===== src/rtl/uart_rx_fifo.sv =====
// uart_rx_fifo: 8N1 receiver with 16x oversampling feeding a FWFT FIFO.
// Ports: clk, reset (async low), rx, rd_uart, clr_err -> r_data, rx_empty, rx_full, frame_err, overrun.
module uart_rx_fifo #(
  parameter int DVSR    = 163,
  parameter int DBIT    = 8,
  parameter int SB_TICK = 16,
  parameter int FIFO_W  = 4
) (
  input  logic       clk,
  input  logic       reset,
  input  logic       rx,
  input  logic       rd_uart,
  input  logic       clr_err,
  output logic [7:0] r_data,
  output logic       rx_empty,
  output logic       rx_full,
  output logic       frame_err,
  output logic       overrun
);

  localparam int CW    = $clog2(DVSR);
  localparam int DEPTH = 2**FIFO_W;

  localparam logic [CW-1:0] C_LAST = CW'(DVSR - 1);
  localparam logic [2:0]    N_LAST = 3'(DBIT - 1);
  localparam logic [3:0]    S_LAST = 4'(SB_TICK - 1);

  typedef enum logic [1:0] {
    IDLE,
    START,
    DATA,
    STOP
  } state_t;

  logic          sync1;
  logic          rx_s;
  logic [CW-1:0] cnt;
  logic          tick;
  state_t        state;
  logic [3:0]    s;
  logic [2:0]    n;
  logic [7:0]    b;
  logic          push;
  logic          fe_set;
  logic          ov_set;
  logic          do_push;
  logic          do_pop;

  logic [FIFO_W:0] wptr;
  logic [FIFO_W:0] rptr;
  logic [7:0]      mem [DEPTH];

  always_ff @(posedge clk or negedge reset) begin
    if (!reset) begin
      sync1 <= 1'b1;
      rx_s  <= 1'b1;
    end else begin
      sync1 <= rx;
      rx_s  <= sync1;
    end
  end

  assign tick = (cnt == C_LAST);

  always_ff @(posedge clk or negedge reset) begin
    if (!reset)    cnt <= '0;
    else if (tick) cnt <= '0;
    else           cnt <= cnt + CW'(1);
  end

  always_ff @(posedge clk or negedge reset) begin
    if (!reset) begin
      state <= IDLE;
      s     <= '0;
      n     <= '0;
      b     <= '0;
      push  <= 1'b0;
    end else begin
      push <= 1'b0;
      case (state)
        IDLE: begin
          if (!rx_s) begin
            state <= START;
            s     <= '0;
          end
        end
        START: begin
          if (tick) begin
            if (s == 4'd7) begin
              if (!rx_s) begin
                state <= DATA;
                s     <= '0;
                n     <= '0;
              end else begin
                state <= IDLE;
              end
            end else begin
              s <= s + 4'd1;
            end
          end
        end
        DATA: begin
          if (tick) begin
            if (s == 4'd15) begin
              b <= {rx_s, b[7:1]};
              s <= '0;
              if (n == N_LAST) state <= STOP;
              else             n     <= n + 3'd1;
            end else begin
              s <= s + 4'd1;
            end
          end
        end
        STOP: begin
          if (tick) begin
            if (s == S_LAST) begin
              state <= IDLE;
              push  <= rx_s;
            end else begin
              s <= s + 4'd1;
            end
          end
        end
        default: state <= IDLE;
      endcase
    end
  end

  // Framing error is flagged on the same edge the stop sample is taken.
  assign fe_set = (state == STOP) && tick && (s == S_LAST) && !rx_s;

  assign rx_empty = (wptr == rptr);
  assign rx_full  = (wptr[FIFO_W] != rptr[FIFO_W]) &&
                    (wptr[FIFO_W-1:0] == rptr[FIFO_W-1:0]);

  // A pop in the push cycle frees a slot, so a full FIFO still accepts.
  assign do_pop  = rd_uart && !rx_empty;
  assign do_push = push && (!rx_full || do_pop);
  assign ov_set  = push && rx_full && !do_pop;

  always_ff @(posedge clk) begin
    if (do_push) mem[wptr[FIFO_W-1:0]] <= b;
  end

  always_ff @(posedge clk or negedge reset) begin
    if (!reset) begin
      wptr <= '0;
      rptr <= '0;
    end else begin
      if (do_push) wptr <= wptr + 1'b1;
      if (do_pop)  rptr <= rptr + 1'b1;
    end
  end

  assign r_data = rx_empty ? 8'h00 : mem[rptr[FIFO_W-1:0]];

  always_ff @(posedge clk or negedge reset) begin
    if (!reset) begin
      frame_err <= 1'b0;
      overrun   <= 1'b0;
    end else begin
      if (fe_set)       frame_err <= 1'b1;
      else if (clr_err) frame_err <= 1'b0;
      if (ov_set)       overrun <= 1'b1;
      else if (clr_err) overrun <= 1'b0;
    end
  end

endmodule


===== config.mk =====
export PLATFORM = sky130hd
export DESIGN_NAME = uart_rx_fifo
export DESIGN_NICKNAME = d
export VERILOG_FILES = /design/src/rtl/uart_rx_fifo.sv
export SDC_FILE = /design/constraint.sdc
export NUM_CORES = 1
export LEC_CHECK = 0
export BUFFER_PORTS_ARGS = -buffer_cell sky130_fd_sc_hd__clkbuf_2
export CAP_MARGIN = 15
export CELL_PAD_IN_SITES_DETAIL_PLACEMENT = 0
export CELL_PAD_IN_SITES_GLOBAL_PLACEMENT = 1
export CORE_MARGIN = 1
export CORE_UTILIZATION = 35
export DETAILED_ROUTE_END_ITERATION = 16
export PLACE_DENSITY_LB_ADDON = 0.1
export SYNTH_ARGS = -nofsm -noshare
export SYNTH_HDL_FRONTEND = slang
export SYNTH_SLANG_ARGS = --single-unit
export TNS_END_PERCENT = 20

===== constraint.sdc =====
create_clock -name clk -period 2.8 [get_ports clk]
set_clock_uncertainty 0.2 [all_clocks]
set_input_delay 0.14 -clock clk [delete_from_list [all_inputs] [get_ports clk]]
set_output_delay 0.14 -clock clk [all_outputs]
set_load 0.005 [all_outputs]

==> run summary <==
Number of synthesized flops with an enable pin: 128
Wirelength per Cell: 20.9 um
Synth-to-layout area growth: 14.6%
I/O pin total: 17
Fraction of synthesized area in multiplexers: 12.5%
DRT antenna net count: 0
Setup TNS: 0 ns
Post-synth cell types: 50
Max clock buf depth: 2
Routed wire length: 14,600 um
Seq/Total Area, Yosys: 69.6%
Hold_ws: 0.0938 ns
Number of DRC markers in iteration 0: 283
Main combinational cell family by area after synthesis: multiplexers
CP arrival: 2.34 ns
Detailed Routing Iterations Pass 1: 4
Synth async-reset ratio: 23.8%
RSZ-0062 raised after global routing: no
Die X: 143 um
Period utilization: 95.6%
PnR Total Power: 5.88 mW
Vias in the first global route: 3,670
# fillers: 1,740
Syn Nets: 409
Clock transition at path regs: 0.07 ns
Critical path peak fanout: 35
Max VDD drop: 0.557 mV
Critical Path RT: 2.46 ns
Compound-Gate Fraction of Synth Area: 5.34%
Initial antenna violation count: 0
Clock root cell: clkbuf_16
Routability congestion estimate: 0.784
CORE AREA: 19,500 um^2
DP HPWL: 9340 um
Max-Cap Viols: 0
Clock Sinks: 168
Synth area leaders: edfxtp_1, dfrtp_1, mux4_2, mux2_4, ha_1
Synth Area per Inst: 17.7 um^2
Placed cell areas: 7350 um^2
H-tree levels: 4
Slew Limit Fails: 0
Die area: 20,500 um^2
F_max: 374 MHz
Commonest non-fill, non-tap cells in the layout: edfxtp_1, dfrtp_1, mux4_2, nor2_1, clkbuf_16
Post-route cell area: 7980 um^2
Least-Margin Pin Slew: 0.854 ns
Count of final hold-check violations: 0
Rel. slew slack: 42.9%
Die H: 143 um
Final Util: 41.0%
Worst min-delay path class: input port to async pin
PD cells: 737 nW/um^2
CTS Buf Count: 17
Initial Utilization: 35.8%
Mapped Cells: 394
Ys flop type: edfxtp_1
Top cell type's share of synthesized area: 55.2%
CTS tree: yes
Vias/cell: 5.02
Dominant cell type by area after synthesis: edfxtp_1
Startpoint Class: register
Post-route DRC: 0
GRT Overall Usage: 16.0%
Critical path endpoint category: primary output
Vias: 3,512
Post-Synth Simple-Gate Area: 6.06%
Largest net degree at the start of global routing: 36
Clock latency on the worst-skew pair: 0.42 ns
Critical path type: register to primary output
Status: finished, final reports clean
First-pass GRT wire length: 23,200 um
Adder-Cell Fraction of Synth Area: 1.80%
Commonest non-fill, non-tap cell in the layout: edfxtp_1
Xor/xnor share of the synthesized area: 2.52%
# diodes: 0
Leak: 3.17 nW
FF+latch count, synth: 168
Crit path time final: 2.68 ns
Area of the mapped netlist: 6960 um^2
Endpoints failing setup: 0
FP Rows: 51
Ys Warns: 0
Final net count: 438
Port Buf Inserts: 16
GRT overflow: 0
Ratio of cells with drive above 1 in the final layout: 26.0%
## cells by family (layout without fill, tap and decap cells)
| family | Yosys count | count (layout) |
|---|---|---|
| AO/OA/AOI/OAI | 51 | 51 |
| XOR/XNOR | 20 | 20 |
| adder cells (fa/ha/maj) | 10 | 10 |
| buffers and inverters | 29 | 70 |
| flip-flops | 168 | 168 |
| multiplexers | 42 | 42 |
| AND/OR/NAND/NOR | 74 | 74 |
## worst max-delay path, cell delays in order, from the launching register on
cell and delay (ns):
dfrtp_2 0.39, buf_12 0.27, mux4_2 0.57, a22oi_1 0.30, a21oi_1 0.18, clkbuf_2 0.14
## metrics by stage
| stage | setup slack [ns] | cells |
|---|---|---|
| final | 0.124 | 700 |
| after global routing | 0.0384 | 700 |
| after global placement | 0.320 | 665 |
| after CTS | 0.0992 | 700 |
| after floorplan | 0.578 | 394 |
| after detailed placement | 0.313 | 665 |
## flip-flops by register name, indices dropped and copies added (netlist names), named ones only
signal / flops
b: 8
cnt: 8
frame_err: 1
mem: 128
n: 3
overrun: 1
push: 1
rptr: 5
rx_s: 1
s: 4
state: 1
sync1: 1
wptr: 5
## area by class of cell
type / count / area [um^2] / area share, %
sequential: 168 / 4850 / 60.8
multi-input combinational: 197 / 1960 / 24.6
clock buffer: 17 / 425 / 5.33
tap: 265 / 332 / 4.16
timing repair buffer: 31 / 215 / 2.70
clock inverter: 14 / 166 / 2.09
inverter: 8 / 30.0 / 0.376
## power breakdown
group / internal (mW) / switching [mW] / leakage (nW) / total (mW)
clock network: 1.33 / 1.01 / 0.280 / 2.35
registers: 2.69 / 0.0528 / 2.00 / 2.75
logic: 0.329 / 0.460 / 0.890 / 0.789
## worst paths after layout
check	startpoint	to	depth (start not counted)	slack (ns)
worst max-delay path	rptr[0]	r_data[5]	5	0.12
worst min-delay path	reset	wptr[2]	2	0.09
worst max register to register	wptr[3]	mem[5][1]	4	0.28
worst min register to register	sync1	rx_s	0	0.16
max in group asynchronous	reset	b[2]	3	1.63
min in group clk	rx	sync1	2	0.15
## cell usage after synthesis, types with 2 or more instances
cell type / instances
nor3_1: 3
inv_1: 8
a22oi_1: 16
a21oi_1: 12
buf_4: 3
a22o_2: 2
buf_1: 2
buf_2: 9
xnor2_1: 14
dfrtp_1: 38
nor2_1: 20
o21ai_0: 5
ha_1: 10
o21ai_1: 2
clkbuf_1: 5
mux4_2: 32
edfxtp_1: 128
nor3b_1: 2
and3_1: 14
and2_1: 3
nand3_1: 8
dfstp_2: 2
nand2_1: 10
xor2_1: 6
mux2_4: 9
a41oi_1: 3
nor2b_1: 5
## per-layer routing
layer | global-route usage, % | wire length (um) | vias up
li1 | - | - | 1610
met1 | 24.5 | 7360 | 1816
met2 | 22.4 | 6380 | 81
met3 | 3.39 | 783 | 5
met4 | 4.87 | 87 | 0
met5 | 0 | 0 | -
## repair_timing
action,CTS,global route
hold endpoints to repair,32,0
buffers inserted,0,0
hold buffers,4,0
gates resized for setup,0,0
No activity file was read; power rests on OpenSTA's default activity.
